`src/rtl/luma_auto_contrast_sel_if.sv`:
```
// rtl/luma_auto_contrast_sel_if.sv - camera tap and statistics bus for luma_auto_contrast_sel
// Purpose : groups the observed RGB565 camera stream and the statistics outputs.
// Signals : cam_vs, cam_de, cam_data[15:0], data_en_i  (camera side, into the block)
//           curve_sel[2:0], mean_y[7:0], stat_valid, busy, frame_drop (out of the block)
// Modports: master drives the camera side and observes results; slave is the block.
interface luma_auto_contrast_sel_if;
   logic        cam_vs;
   logic        cam_de;
   logic [15:0] cam_data;
   logic        data_en_i;
   logic [2:0]  curve_sel;
   logic [7:0]  mean_y;
   logic        stat_valid;
   logic        busy;
   logic        frame_drop;

   modport master (
      output cam_vs, cam_de, cam_data, data_en_i,
      input  curve_sel, mean_y, stat_valid, busy, frame_drop
   );

   modport slave (
      input  cam_vs, cam_de, cam_data, data_en_i,
      output curve_sel, mean_y, stat_valid, busy, frame_drop
   );
endinterface

```
`src/rtl/luma_auto_contrast_sel.sv`:
```
// rtl/luma_auto_contrast_sel.sv - per-frame mean luma to contrast curve select
// Purpose : observes an RGB565 stream, averages approximate Y over each frame and
//           picks a contrast curve (0 bypass .. 6 strongest) with frame hysteresis.
// Ports   : clk  - pixel clock
//           rst  - synchronous active-high reset
//           bus  - luma_auto_contrast_sel_if.slave (camera tap in, statistics out)
module luma_auto_contrast_sel #(
   parameter int SUM_W       = 28,
   parameter int CNT_W       = 20,
   parameter int HOLD_FRAMES = 2
) (
   input  logic                      clk,
   input  logic                      rst,
   luma_auto_contrast_sel_if.slave   bus
);
   localparam int RW  = SUM_W + 1;
   localparam int DCW = $clog2(SUM_W);
   localparam logic [CNT_W-1:0] CNT_MAX = {CNT_W{1'b1}};

   typedef enum logic [1:0] {S_IDLE, S_FLUSH, S_DIV, S_UPD} state_t;

   state_t state_q, state_d;

   // luma pipeline: input sample, products, Y
   logic [15:0] in_data_q;
   logic        in_qual_q, q1_q, q2_q;
   logic [15:0] pr_q, pg_q, pb_q;
   logic [7:0]  y_q;

   logic [SUM_W-1:0] sum_q, sum_nx;
   logic [CNT_W-1:0] cnt_q, cnt_nx;
   logic             acc_clr;

   logic             vs_q, fe;
   logic             flush_q, flush_d;
   logic [DCW-1:0]   div_cnt_q, div_cnt_d;
   logic [SUM_W-1:0] rem_q, rem_d, quo_q, quo_d;
   logic [CNT_W-1:0] dvs_q, dvs_d;
   logic [RW-1:0]    rem_sh;
   logic             rem_ge;
   logic [7:0]       mean_q, mean_d, mean_calc;
   logic [2:0]       curve_q, curve_d, pend_q, pend_d, bucket_calc;
   logic [3:0]       hold_q, hold_d, hold_inc;
   logic             stat_q, stat_d, busy_q, busy_d, drop_q, drop_d, latch;
   logic [1:0]       drop_sr_q, drop_sr_d;

   assign fe = vs_q & ~bus.cam_vs;

   // Accumulation freezes once the pixel count saturates so sum and count stay consistent.
   always_comb begin
      sum_nx = sum_q;
      cnt_nx = cnt_q;
      if (q2_q && (cnt_q != CNT_MAX)) begin
         sum_nx = sum_q + SUM_W'(y_q);
         cnt_nx = cnt_q + CNT_W'(1);
      end
   end

   // A dropped frame is cleared two cycles after its end, matching the normal flush,
   // so its in-flight pixels do not leak into the next frame.
   assign acc_clr = latch | drop_sr_q[1];

   assign rem_sh      = {rem_q, quo_q[SUM_W-1]};
   assign rem_ge      = rem_sh >= RW'(dvs_q);
   assign mean_calc   = (|quo_q[SUM_W-1:8]) ? 8'hFF : quo_q[7:0];
   assign bucket_calc = (mean_calc[7:5] == 3'd0) ? 3'd6 : 3'd7 - mean_calc[7:5];
   assign hold_inc    = (bucket_calc == pend_q) ? hold_q + 4'd1 : 4'd1;

   always_comb begin
      state_d   = state_q;
      flush_d   = flush_q;
      div_cnt_d = div_cnt_q;
      rem_d     = rem_q;
      quo_d     = quo_q;
      dvs_d     = dvs_q;
      mean_d    = mean_q;
      curve_d   = curve_q;
      pend_d    = pend_q;
      hold_d    = hold_q;
      stat_d    = 1'b0;
      latch     = 1'b0;
      drop_d    = fe & busy_q;
      case (state_q)
         S_IDLE: begin
            if (fe && !busy_q) begin
               state_d = S_FLUSH;
               flush_d = 1'b0;
            end
         end
         S_FLUSH: begin
            if (!flush_q) begin
               flush_d = 1'b1;
            end else begin
               // Latch includes the last pixel arriving at this same edge.
               latch = 1'b1;
               if (cnt_nx == '0) begin
                  state_d = S_IDLE;
               end else begin
                  state_d   = S_DIV;
                  rem_d     = '0;
                  quo_d     = sum_nx;
                  dvs_d     = cnt_nx;
                  div_cnt_d = '0;
               end
            end
         end
         S_DIV: begin
            // Restoring division: dividend shifts out of quo_q as quotient bits shift in.
            rem_d     = rem_ge ? rem_sh[SUM_W-1:0] - SUM_W'(dvs_q) : rem_sh[SUM_W-1:0];
            quo_d     = {quo_q[SUM_W-2:0], rem_ge};
            div_cnt_d = div_cnt_q + DCW'(1);
            if (div_cnt_q == DCW'(SUM_W - 1)) begin
               state_d = S_UPD;
            end
         end
         default: begin
            state_d = S_IDLE;
            stat_d  = 1'b1;
            mean_d  = mean_calc;
            if (bucket_calc == curve_q) begin
               hold_d = 4'd0;
            end else begin
               pend_d = bucket_calc;
               if (hold_inc == 4'(HOLD_FRAMES)) begin
                  curve_d = bucket_calc;
                  hold_d  = 4'd0;
               end else begin
                  hold_d = hold_inc;
               end
            end
         end
      endcase
      // busy stays up one cycle past IDLE entry so it covers the final registered edge.
      busy_d    = (state_d != S_IDLE) || (state_q != S_IDLE);
      drop_sr_d = {drop_sr_q[0], drop_d};
   end

   always_ff @(posedge clk) begin
      if (rst) begin
         state_q   <= S_IDLE;
         in_data_q <= '0;
         in_qual_q <= 1'b0;
         q1_q      <= 1'b0;
         q2_q      <= 1'b0;
         pr_q      <= '0;
         pg_q      <= '0;
         pb_q      <= '0;
         y_q       <= '0;
         sum_q     <= '0;
         cnt_q     <= '0;
         vs_q      <= 1'b0;
         flush_q   <= 1'b0;
         div_cnt_q <= '0;
         rem_q     <= '0;
         quo_q     <= '0;
         dvs_q     <= '0;
         mean_q    <= '0;
         curve_q   <= '0;
         pend_q    <= '0;
         hold_q    <= '0;
         stat_q    <= 1'b0;
         busy_q    <= 1'b0;
         drop_q    <= 1'b0;
         drop_sr_q <= '0;
      end else begin
         state_q   <= state_d;
         in_data_q <= bus.cam_data;
         in_qual_q <= bus.cam_de & bus.data_en_i;
         pr_q      <= 16'({in_data_q[15:11], 3'b000}) * 16'd77;
         pg_q      <= 16'({in_data_q[10:5], 2'b00}) * 16'd150;
         pb_q      <= 16'({in_data_q[4:0], 3'b000}) * 16'd29;
         q1_q      <= in_qual_q;
         y_q       <= 8'((pr_q + pg_q + pb_q) >> 8);
         q2_q      <= q1_q;
         sum_q     <= acc_clr ? '0 : sum_nx;
         cnt_q     <= acc_clr ? '0 : cnt_nx;
         vs_q      <= bus.cam_vs;
         flush_q   <= flush_d;
         div_cnt_q <= div_cnt_d;
         rem_q     <= rem_d;
         quo_q     <= quo_d;
         dvs_q     <= dvs_d;
         mean_q    <= mean_d;
         curve_q   <= curve_d;
         pend_q    <= pend_d;
         hold_q    <= hold_d;
         stat_q    <= stat_d;
         busy_q    <= busy_d;
         drop_q    <= drop_d;
         drop_sr_q <= drop_sr_d;
      end
   end

   assign bus.curve_sel  = curve_q;
   assign bus.mean_y     = mean_q;
   assign bus.stat_valid = stat_q;
   assign bus.busy       = busy_q;
   assign bus.frame_drop = drop_q;
endmodule

```
`src/flat_wrapper.sv`:
```
// flat-port wrapper written by rule: the top's interface ports become plain ports
module luma_auto_contrast_sel_flat 
#(
   parameter int SUM_W       = 28,
   parameter int CNT_W       = 20,
   parameter int HOLD_FRAMES = 2
)
  (clk, rst, bus_cam_vs, bus_cam_de, bus_cam_data, bus_data_en_i, bus_curve_sel, bus_mean_y, bus_stat_valid, bus_busy, bus_frame_drop);
  luma_auto_contrast_sel_if bus_i ();
  input  logic clk;
  input  logic rst;
  input wire logic [$bits(bus_i.cam_vs)-1:0] bus_cam_vs;
  input wire logic [$bits(bus_i.cam_de)-1:0] bus_cam_de;
  input wire logic [$bits(bus_i.cam_data)-1:0] bus_cam_data;
  input wire logic [$bits(bus_i.data_en_i)-1:0] bus_data_en_i;
  output wire logic [$bits(bus_i.curve_sel)-1:0] bus_curve_sel;
  output wire logic [$bits(bus_i.mean_y)-1:0] bus_mean_y;
  output wire logic [$bits(bus_i.stat_valid)-1:0] bus_stat_valid;
  output wire logic [$bits(bus_i.busy)-1:0] bus_busy;
  output wire logic [$bits(bus_i.frame_drop)-1:0] bus_frame_drop;
  assign bus_i.cam_vs = bus_cam_vs;
  assign bus_i.cam_de = bus_cam_de;
  assign bus_i.cam_data = bus_cam_data;
  assign bus_i.data_en_i = bus_data_en_i;
  assign bus_curve_sel = bus_i.curve_sel;
  assign bus_mean_y = bus_i.mean_y;
  assign bus_stat_valid = bus_i.stat_valid;
  assign bus_busy = bus_i.busy;
  assign bus_frame_drop = bus_i.frame_drop;
  luma_auto_contrast_sel #(.SUM_W(SUM_W), .CNT_W(CNT_W), .HOLD_FRAMES(HOLD_FRAMES)) u_core (.clk(clk), .rst(rst), .bus(bus_i));
endmodule
```
`config.mk`:
```
export PLATFORM = sky130hd
export DESIGN_NAME = luma_auto_contrast_sel_flat
export DESIGN_NICKNAME = d
export VERILOG_FILES = /design/src/rtl/luma_auto_contrast_sel_if.sv /design/src/rtl/luma_auto_contrast_sel.sv /design/src/flat_wrapper.sv
export SDC_FILE = /design/constraint.sdc
export NUM_CORES = 1
export LEC_CHECK = 0
export ABC_AREA = 1
export CAP_MARGIN = 10
export CORE_AREA = 2 2 188 190
export CTS_BUF_LIST = sky130_fd_sc_hd__clkbuf_16
export DETAILED_ROUTE_END_ITERATION = 8
export DIE_AREA = 0 0 190 192
export PLACE_DENSITY_LB_ADDON = 0.08
export SLEW_MARGIN = 25
export SYNTH_ARGS = -nofsm -noshare
export SYNTH_HDL_FRONTEND = slang
export SYNTH_SLANG_ARGS = --single-unit
export TNS_END_PERCENT = 5
```
`constraint.sdc`:
```
create_clock -name clk -period 4.8 [get_ports clk]
set_input_delay 1.44 -clock clk [delete_from_list [all_inputs] [get_ports clk]]
set_output_delay 1.44 -clock clk [all_outputs]
set_load 0.01 [all_outputs]
```
==> summary.md, run 1 <==
| Metric | Value |
|---|---|
| Pwr Density | `294.0 nW/um^2` |
| Worst-case clock buffer depth | `3` |
| Worst r2r src | `u_core.cnt_q[1]$_SDFF_PP0_` |
| Post-CTS Setup Inserts | `0` |
| N_diodes | `0` |
| Layout cell share with drive strength beyond 1 | `5.064%` |
| Main combinational cell family by area after synthesis | `simple AND/OR/NAND/NOR gates` |
| Count of final setup violators | `0` |
| Critical path buffers and inverters | `0` |
| Worst slew margin | `39.84%` |
| Max Clock Skew | `0.01180 ns` |
| Slew Limit Fails | `0` |
| Clock root buffer | `clkbuf_16` |
| Vias | `11901` |
| Post-route minimum period | `3.602 ns` |
| DR iter-0 viols | `595` |
| Fin nets | `2089` |
| Max incr delay on CP | `0.66 ns` |
| Die Area | `36480 sq um` |
| Grt met3 use | `2.320%` |
| Pre-Repair DR Iteration Count | `5` |
| Area Overhead vs Synth | `11.67%` |
| Most used cell, CP | `nand2_1` |
| IO buf count | `34` |
| Adder-Cell Fraction of Synth Area | `13.79%` |
| Post-DRT Antenna Nets | `0` |
| Worst-path clk slew | `0.06 ns` |
| Yosys warning total | `0` |
| Ports | `35` |
| CP Class | `flop to flop` |
| Post-Syn Nets | `2079` |
| Most Used Layer, Global Route | `met2` |
| Clk_lat worst skew | `0.55 ns` |
| Hold Path Origin | `u_core.q1_q$_SDFF_PP0_` |
| Antenna violations before repair | `0` |
| Post-cts repair resize count | `0` |
| First-pass GRT wire length | `56.77 mm` |
| WL per Instance | `14.08 um` |
| Final design utilization | `43.38%` |
| Slew @ Worst Pin | `0.8999 ns` |
| Sequential-to-total area share from yosys stat | `32.62%` |
| Pin count of the biggest net entering global routing | `62` |
| Chip width | `190 um` |
| Post-synthesis simple-gate area fraction | `29.54%` |
| Remaining Overflow, GRT | `0` |
| Hold Vio Cnt, Final | `0` |
| Critical path's top delay family | `simple AND/OR/NAND/NOR gates` |
| CP Launch Point | `u_core.cnt_q[1]$_SDFF_PP0_` |
| Post-synthesis mux area share | `0.1503%` |
| RSZ-0062 raised after global routing | `false` |
| Post-synthesis xor/xnor area fraction | `2.433%` |
| Slowest-stage cell, CP | `nand3_1` |
| Setup crit end kind | `flop` |
| Placeable core area | `34290 sq um` |
| Met2 usage | `32.62%` |
| CP cell instances | `ha_1 > nand3_1 > nor2_2 > nand2_2 > nand2_2 > o21ai_0 > nor2_1 > nand2_1 > nor2_2 > nand3_1 > nand2_1 > nand2_1 > nand2_1 > nor2_1` |
| Syn_area_per_cell | `6.919 sq um` |
| Number of H-tree levels | `1` |
| GRT Overall Usage | `18.96%` |
| Post-synthesis compound-gate area fraction | `12.26%` |
| Drc violations | `0` |
| Die Y-Extent | `192 um` |
| Synth Instances | `1925` |
| Mapped cell area | `13320 sq um` |
| Post-synth cell types | `47` |
| Crit path DAT | `4.03 ns` |
| Clk sinks | `217` |
| Hpwl dp | `24.95 mm` |
| Leak | `0.006870 uW` |
| Max FO, Critical Path | `24` |
| Met1 GRT Util | `25.27%` |
| CTS tree | `done` |
| Hold WC Path Type | `flop to flop` |
| Cell Rows | `68` |
| Fmax | `277.6 MHz` |
| Peak supply drop | `238.7 uV` |
| CTS Hold Bufs | `0` |
| Period utilization | `75.05%` |
| Drt total wl | `33.93 mm` |
| Max-cap violations | `0` |
| Required @ worst endpoint | `5.23 ns` |
| Vias in the first global route | `11493` |
| Initial Utilization | `38.84%` |
| Final setup TNS | `0 ns` |
| FF+latch count, synth | `217` |
| Startpoint Class | `flop` |
| Cts bufs inserted | `27` |
| Via density | `4.938` |
| GP Congestion | `0.8463` |
| Status | `finished, final reports clean` |
cell usage after synthesis (all sizes together):
| cell | instances | area (sq um) |
|---|---|---|
| nand4 | 27 | 168.9 |
| a21o | 4 | 30.03 |
| clkbuf | 37 | 138.9 |
| or2 | 7 | 43.79 |
| a21boi | 8 | 60.06 |
| o31ai | 1 | 7.510 |
| o211ai | 4 | 30.03 |
| a211oi | 1 | 7.510 |
| a21oi | 152 | 764.5 |
| nor2 | 294 | 1154 |
| ha | 110 | 1376 |
| o21bai | 11 | 82.58 |
| xor2 | 17 | 148.9 |
| mux2i | 2 | 20.02 |
| buf | 26 | 167.7 |
| dfxtp | 217 | 4344 |
| a31oi | 3 | 18.77 |
| nor4 | 6 | 37.54 |
| fa | 23 | 460.4 |
| nor3 | 20 | 116.4 |
| o2111ai | 2 | 17.52 |
| nand3b | 10 | 75.07 |
| o21ai | 112 | 560.5 |
| nor2b | 1 | 6.260 |
| nand3 | 149 | 750.7 |
| nor3b | 2 | 15.01 |
| inv | 245 | 919.6 |
| nand2 | 403 | 1543 |
| a31o | 1 | 8.760 |
| o21a | 6 | 45.04 |
| xnor2 | 20 | 175.2 |
| and2 | 2 | 12.51 |
| and3 | 2 | 12.51 |
worst register-to-register path, delay by kind of cell, from the launching register on:
| kind | cells | cell delay (ns) |
|---|---|---|
| adders and majority gates | 1 | 0.23 |
| AOI/OAI and AO/OA | 1 | 0.21 |
| DFF | 1 | 0.40 |
| and+or+nand+nor | 12 | 2.65 |
final timing paths:
check | endpoint | slack [ns] | cells after the start
worst min register to register | u_core.q2_q$_SDFF_PP0_ | 0.41 | 2
worst max register to register | u_core.quo_q[15]$_SDFFE_PP0P_ | 1.20 | 14
worst min-delay path | u_core.q2_q$_SDFF_PP0_ | 0.41 | 2
worst max-delay path | u_core.quo_q[15]$_SDFFE_PP0P_ | 1.20 | 14
final cells by class:
class	count	area [sq um]
fill	3661	19410
multi-input combinational	1400	7762
sequential	217	4344
inverter	245	920.9
clock buffer	27	675.6
tap	455	569.3
timing repair buffer	44	412.9
clock inverter	22	187.7
cell families after synthesis:
family | after synthesis
multiplexers | 2
buffers and inverters | 308
AO/OA/AOI/OAI | 305
adder cells (fa/ha/maj) | 133
AND/OR/NAND/NOR | 923
XOR/XNOR | 37
flip-flops | 217
placed cells by master, fill, tap and decap left out, types with 2 or more instances in the layout:
| cell type | netlist | layout |
|---|---|---|
| nand2_1 | 393 | 393 |
| nor2_2 | 17 | 19 |
| a21oi_2 | 1 | 2 |
| a31oi_1 | 3 | 3 |
| and3_1 | 2 | 2 |
| bufinv_16 | 0 | 3 |
| clkinvlp_4 | 0 | 3 |
| xnor2_1 | 20 | 20 |
| nand3b_1 | 10 | 10 |
| and2_1 | 2 | 2 |
| buf_4 | 6 | 11 |
| o21bai_1 | 11 | 11 |
| clkinv_1 | 0 | 5 |
| inv_2 | 2 | 4 |
| o2111ai_1 | 2 | 2 |
| mux2i_1 | 2 | 2 |
| a21boi_0 | 7 | 7 |
| clkdlybuf4s50_1 | 0 | 33 |
| nand4_1 | 27 | 27 |
| ha_1 | 110 | 110 |
| or2_2 | 7 | 7 |
| a21oi_1 | 151 | 150 |
| clkinv_2 | 0 | 5 |
| xor2_1 | 17 | 17 |
| o21ai_0 | 104 | 104 |
| nand2_2 | 9 | 9 |
| nand3_1 | 148 | 148 |
| dfxtp_1 | 217 | 217 |
| nor3_1 | 18 | 18 |
| clkbuf_16 | 0 | 27 |
| o21a_1 | 6 | 6 |
| o211ai_1 | 4 | 4 |
| o21ai_1 | 8 | 8 |
| a21o_1 | 4 | 4 |
| nor4_1 | 6 | 6 |
| nor2_1 | 276 | 274 |
| inv_1 | 243 | 245 |
| fa_1 | 23 | 23 |
flip-flops by register name (all words and copies together) (netlist names), 8 cells and up:
| name | count |
|---|---|
| u_core.cnt_q | 20 |
| u_core.dvs_q | 20 |
| u_core.sum_q | 28 |
| u_core.in_data_q | 16 |
| u_core.y_q | 8 |
| u_core.bus.mean_y | 8 |
| u_core.quo_q | 28 |
| u_core.pg_q | 13 |
| u_core.rem_q | 28 |
| u_core.pb_q | 10 |
| u_core.pr_q | 12 |
report_power, final:
group	switching [uW]	internal, uW	total, uW
logic	283	187	471
clock network	816	1180	2000
registers	43.1	1860	1910
through the flow:
stage	hold slack (ns)	cell area, sq um	setup WS (ns)	cells	total power [uW]
after floorplan	0.3883	13320	1.828	1925	2291
after global placement	0.4048	14000	1.221	2361	2417
after detailed placement	0.4056	14000	1.163	2361	2421
after CTS	0.4149	14860	1.149	2410	4449
after global routing	0.4260	14870	0.7357	2410	4604
final	0.4070	14870	1.198	2410	4373
routing by layer:
metal / part of all wire (%) / vias up
met5: 0 / -
met1: 49 / 5451
li1: - / 6230
met3: 2.8 / 47
met4: 2.2 / 0
met2: 46 / 173
(Power assumes the default switching activity.)
==> inputs of run 2 (changes only) <==
- clock period: 4.8 -> 3.5 ns (I/O delays scaled with it)
==> run 2 against run 1 <==
  * Register-to-register slack worse by 0.89 ns
  * Sequential cell count unchanged
  * Critical path depth up 2
  * Critical path type unchanged
  * Hold slack worse by 0.0067 ns
  * Largest power group unchanged
  * Global-route usage down 0.42 points
  * Sequential power up 37%
  * Cell count up 0.46%
  * Cell area up 0.69%
  * Highest routed layer unchanged
==> summary.md, run 2 (synthesis gave the netlist of run 1 again) <==
| Metric | Value |
|---|---|
| Status | `finished, final reports clean` |
| Hold Vio Cnt, Final | `0` |
| CP Class | `flop to flop` |
| Number of H-tree levels | `1` |
| Area of the multi-input gates | `7754 sq um` |
| Post-CTS Setup Inserts | `0` |
| Clk sinks | `217` |
| Pwr Density | `403.1 nW/um^2` |
| Leak | `0.006944 uW` |
| Clk_lat worst skew | `0.53 ns` |
| Worst-case clock buffer depth | `3` |
| Post-DRT Antenna Nets | `0` |
| Ports | `35` |
| Final setup TNS | `0 ns` |
| Max-cap violations | `0` |
| Register area | `4344 sq um` |
| Worst-path clk slew | `0.06 ns` |
| Slew Limit Fails | `0` |
| Drt total wl | `33.24 mm` |
| Crit path DAT | `3.61 ns` |
| GRT Overall Usage | `18.54%` |
| Die Y-Extent | `192 um` |
| Clock root buffer | `clkbuf_16` |
| Post-route minimum period | `3.192 ns` |
| Die Area | `36480 sq um` |
| Fmax | `313.3 MHz` |
| N_diodes | `0` |
| GP Congestion | `0.8536` |
| Max FO, Critical Path | `4` |
| Antenna violations before repair | `0` |
| Hold WC Path Type | `flop to flop` |
| Drc violations | `0` |
| Most frequent cells in the layout | `nand2_1, nor2_1, inv_1` |
| Pre-Repair DR Iteration Count | `5` |
| Period utilization | `91.20%` |
| Largest registers | `u_core.quo_q (28), u_core.rem_q (28), u_core.sum_q (28)` |
| CTS Hold Bufs | `0` |
| Fill cell total of the finished layout | `3611` |
| CTS tree | `done` |
| IO buf count | `34` |
| Setup crit end kind | `flop` |
| Smallest setup slack after layout | `0.3079 ns` |
| Post-cts repair resize count | `0` |
| Chip width | `190 um` |
| Via density | `4.910` |
| Hpwl dp | `24.61 mm` |
| Count of final setup violators | `0` |
| Vias in the first global route | `11468` |
| Remaining Overflow, GRT | `0` |
| WL per Instance | `13.73 um` |
| DR iter-0 viols | `582` |
| Startpoint Class | `flop` |
| First-pass GRT wire length | `56.19 mm` |
| Area Overhead vs Synth | `12.44%` |
| Slew @ Worst Pin | `0.9210 ns` |
| Layout cell share with drive strength beyond 1 | `5.392%` |
| Pin count of the biggest net entering global routing | `55` |
| Cell Rows | `68` |
| Fin nets | `2101` |
| Required @ worst endpoint | `3.92 ns` |
| Vias | `11887` |
| Worst slack at placement | `0.2987 ns` |
| Max Clock Skew | `0.007418 ns` |
| Commonest non-fill, non-tap cell in the layout | `nand2_1` |
| Peak supply drop | `381.1 uV` |
| Initial Utilization | `38.84%` |
| RSZ-0062 raised after global routing | `false` |
| Cts bufs inserted | `27` |
| Placeable core area | `34290 sq um` |
| Worst slew margin | `38.60%` |
-- run 2: cell count changes in the layout (fill, tap and decap cells not counted), sizes merged --
cell | before | now
inv | 250 | 252
bufinv | 3 | 4
clkinv | 11 | 9
clkinvlp | 3 | 1
buf | 11 | 23
-- run 2: cell type report --
type / count / share of cell area, %
multi-input cells: 1400 / 51.78
flip-flops and latches: 217 / 29.01
inverters: 245 / 6.141
clock buffers: 27 / 4.512
well taps: 455 / 3.801
repair buffers: 56 / 3.442
clock inverters: 21 / 1.320
-- run 2: layer usage --
layer,share of wire (%),GRT usage (%)
met1,50,24.96
met2,46,32.02
met3,2.6,2.138
met4,1.8,3.787
met5,0,0
-- run 2: critical path, stage by stage (launching register included) --
cell,delay (ns)
dfxtp_1,0.40
ha_1,0.26
ha_1,0.27
inv_1,0.05
fa_1,0.52
inv_1,0.07
fa_1,0.44
nand2_1,0.08
inv_1,0.04
o21ai_0,0.15
nand2_1,0.11
a21oi_1,0.14
o21bai_1,0.11
a21oi_1,0.12
o21ai_0,0.10
o21ai_0,0.15
a21oi_1,0.06
-- run 2: worst paths after layout --
kind	start	to	slack, ns	cells past startpoint
max	u_core.in_data_q[9]$_SDFF_PP0_	u_core.pg_q[14]$_SDFF_PP0_	0.31	16
min	u_core.in_qual_q$_SDFF_PP0_	u_core.q1_q$_SDFF_PP0_	0.40	2
max reg2reg	u_core.in_data_q[9]$_SDFF_PP0_	u_core.pg_q[14]$_SDFF_PP0_	0.31	16
min reg2reg	u_core.in_qual_q$_SDFF_PP0_	u_core.q1_q$_SDFF_PP0_	0.40	2
-- run 2: stage by stage --
stage | cell area, sq um | total power, uW | hold WS (ns) | std cells | utilization (%)
final | 14980 | 6037 | 0.4003 | 2421 | 43.68
after floorplan | 13320 | 3142 | 0.3883 | 1925 | -
after detailed placement | 14100 | 3321 | 0.3952 | 2373 | 41.13
after global placement | 14100 | 3318 | 0.3962 | 2373 | 41.13
after global routing | 14980 | 6341 | 0.4253 | 2421 | 43.68
after CTS | 14980 | 6132 | 0.4034 | 2421 | 43.68
-- run 2: where the power goes --
part           internal [uW]  total (uW)  switching, uW
clock network           1680        2770           1090
logic                    260         647            386
registers               2550        2620           60.8
total                   4500        6040           1540
==> inputs of run 3 (changes only) <==
- REMOVE_ABC_BUFFERS: not set -> 1
- clock period: 3.5 -> 2.6 ns (I/O delays scaled with it)
==> run 3 against run 2 <==
  * The flow now finishes with violations (setup timing)
  * Sequential cell count stayed put
  * Non-clock buffer count rose by 104
  * Maximum frequency increased by 14%
  * Die area is the same
  * Clock skew increased by 0.013 ns
  * Highest routed layer unchanged
  * Clock-buffer cell count stayed put
  * Cell area grew 8.5%
  * Via count grew 3.6%
==> summary.md, run 3 (synthesis gave the netlist of run 1 again) <==
| Metric | Value |
|---|---|
| Status | `complete, but fails checks` |
| Failing checks | `setup timing` |
| Required @ worst endpoint | `3.02 ns` |
| Hold WC Path Type | `flop to flop` |
| Leak | `0.007454 uW` |
| Post-DRT Antenna Nets | `0` |
| DR iter-0 viols | `622` |
| Drt total wl | `34.95 mm` |
| Reg power frac | `44.3%` |
| WL per Instance | `13.86 um` |
| Cts bufs inserted | `26` |
| Pin count of the biggest net entering global routing | `92` |
| RSZ-0062 raised after global routing | `true` |
| Max FO, Critical Path | `4` |
| Fill cell total of the finished layout | `3505` |
| Slew @ Worst Pin | `0.8660 ns` |
| IO buf count | `34` |
| Worst-case clock buffer depth | `3` |
| Fin nets | `2204` |
| Fin cells | `2522` |
| Switching Fraction | `26.86%` |
| CP Launch Point | `u_core.in_data_q[9]$_SDFF_PP0_` |
| Sw Pwr | `2132 uW` |
| Vias | `12312` |
| CTS tree | `done` |
| Die Y-Extent | `192 um` |
| Peak supply drop | `430.0 uV` |
| Vias in the first global route | `12052` |
| Pwr Density | `488.3 nW/um^2` |
| Placed inst area | `14930 sq um` |
| Largest registers | `u_core.quo_q (28), u_core.rem_q (28), u_core.sum_q (28)` |
| Initial Utilization | `38.84%` |
| Count of final setup violators | `8` |
| Cell internal pwr | `5804 uW` |
| Worst slew margin | `42.12%` |
| Fmax | `356.7 MHz` |
| N_diodes | `0` |
| Smallest setup slack after layout | `-0.2037 ns` |
| Startpoint Class | `flop` |
| Worst-path clk slew | `0.06 ns` |
| R2R depth | `17` |
| Clk sinks | `217` |
| Antenna violations before repair | `0` |
| GP Congestion | `0.8855` |
| Setup crit end kind | `flop` |
| Commonest non-fill, non-tap cell in the layout | `nand2_1` |
| Ports | `35` |
| Crit path DAT | `3.22 ns` |
| Worst setup endpoint | `u_core.pg_q[14]$_SDFF_PP0_` |
| Die Area | `36480 sq um` |
| Pre-Repair DR Iteration Count | `5` |
| Post-route minimum period | `2.804 ns` |
| Comb pwr share | `14.3%` |
| Slew Limit Fails | `0` |
| Hold Vio Cnt, Final | `0` |
| Cell area after layout | `16250 sq um` |
| Clock root buffer | `clkbuf_16` |
| Most frequent cells in the layout | `nand2_1, nor2_1, inv_1` |
| CP Class | `flop to flop` |
| Placeable core area | `34290 sq um` |
| Chip width | `190 um` |
| Layout cell share with drive strength beyond 1 | `14.03%` |
| Period utilization | `107.8%` |
| Max Clock Skew | `0.02058 ns` |
| Hpwl dp | `25.65 mm` |
| Cell Rows | `68` |
| GRT Overall Usage | `19.21%` |
| Final setup TNS | `-0.9908 ns` |
| Max-cap violations | `0` |
| Clk pwr share | `41.4%` |
| Area Overhead vs Synth | `22.03%` |
| Remaining Overflow, GRT | `0` |
| Cell total after placement | `2473` |
| RR Endpoint | `u_core.pg_q[14]$_SDFF_PP0_` |
| Drc violations | `0` |
| Clk_lat worst skew | `0.53 ns` |
| Number of H-tree levels | `1` |
| Worst r2r src | `u_core.in_data_q[9]$_SDFF_PP0_` |
| Via density | `4.882` |
| Reg2Reg Setup Slack | `-0.20 ns` |
| CTS Hold Bufs | `0` |
| Worst hold slack | `0.3983 ns` |
| First-pass GRT wire length | `57.98 mm` |
-- run 3: worst min-delay path by stage --
stage,from,endpoint,depth (start not counted),slack (ns)
detailed placement,u_core.in_qual_q$_SDFF_PP0_,u_core.q1_q$_SDFF_PP0_,2,0.39
floorplan,u_core.in_qual_q$_SDFF_PP0_,u_core.q1_q$_SDFF_PP0_,2,0.39
CTS,u_core.in_qual_q$_SDFF_PP0_,u_core.q1_q$_SDFF_PP0_,2,0.40
global placement,u_core.in_qual_q$_SDFF_PP0_,u_core.q1_q$_SDFF_PP0_,2,0.39
finish,u_core.in_qual_q$_SDFF_PP0_,u_core.q1_q$_SDFF_PP0_,2,0.40
global route,u_core.in_qual_q$_SDFF_PP0_,u_core.q1_q$_SDFF_PP0_,2,0.43
-- run 3: area by class of cell --
type | instances | area [sq um] | share of cell area [%]
Sequential cell | 217 | 4359 | 26.82
Clock inverter | 18 | 72.57 | 0.4465
Tap cell | 455 | 569.3 | 3.503
Clock buffer | 27 | 675.6 | 4.157
Inverter | 245 | 922.1 | 5.674
Multi-Input combinational cell | 1400 | 8272 | 50.89
Timing Repair Buffer | 160 | 1383 | 8.507
-- run 3: repair_timing --
item                                    CTS  global route
endpoints found under the setup margin   43           104
setup buffers                             1             3
resized for setup                        39            75
pin swaps                                15            30
-- run 3: critical path: stages, from the launching register on --
cell      delay [ns]
dfxtp_4         0.36
buf_6           0.12
ha_4            0.26
inv_2           0.04
fa_1            0.52
inv_2           0.05
ha_4            0.24
ha_4            0.25
nand2_2         0.06
inv_2           0.04
o21ai_2         0.10
nand2_1         0.07
a21oi_1         0.13
o21bai_1        0.09
a21oi_1         0.13
o21ai_1         0.09
o21ai_1         0.12
a21oi_1         0.05
-- run 3: layer usage --
metal  vias up  share of wire, %  track usage (%)
met2       192                48            33.97
met5         -                 0                0
li1       6471                 -                -
met4         0               1.3            3.518
met3        31               3.7            2.211
met1      5618                47            25.39
-- run 3: through the flow --
step	worst slack (ns)	utilization [%]	total power, uW
CTS	-0.2635	46.28	7959
finish	-0.2037	47.40	7936
global route	-0.3761	47.40	8366
global placement	-0.4737	43.54	4553
floorplan	-1.726	-	4201
detailed placement	-0.4753	43.54	4561
-- run 3: power groups by stage --
| stage | logic, uW | clock network, uW | registers [uW] |
|---|---|---|---|
| 2_1_floorplan | 637 | 0 | 3560 |
| 3_3_place_gp | 963 | 0 | 3590 |
| 3_5_place_dp | 970 | 0 | 3590 |
| 4_1_cts | 1030 | 3410 | 3520 |
| 5_1_grt | 1290 | 3540 | 3530 |
| 6_report | 1130 | 3290 | 3520 |
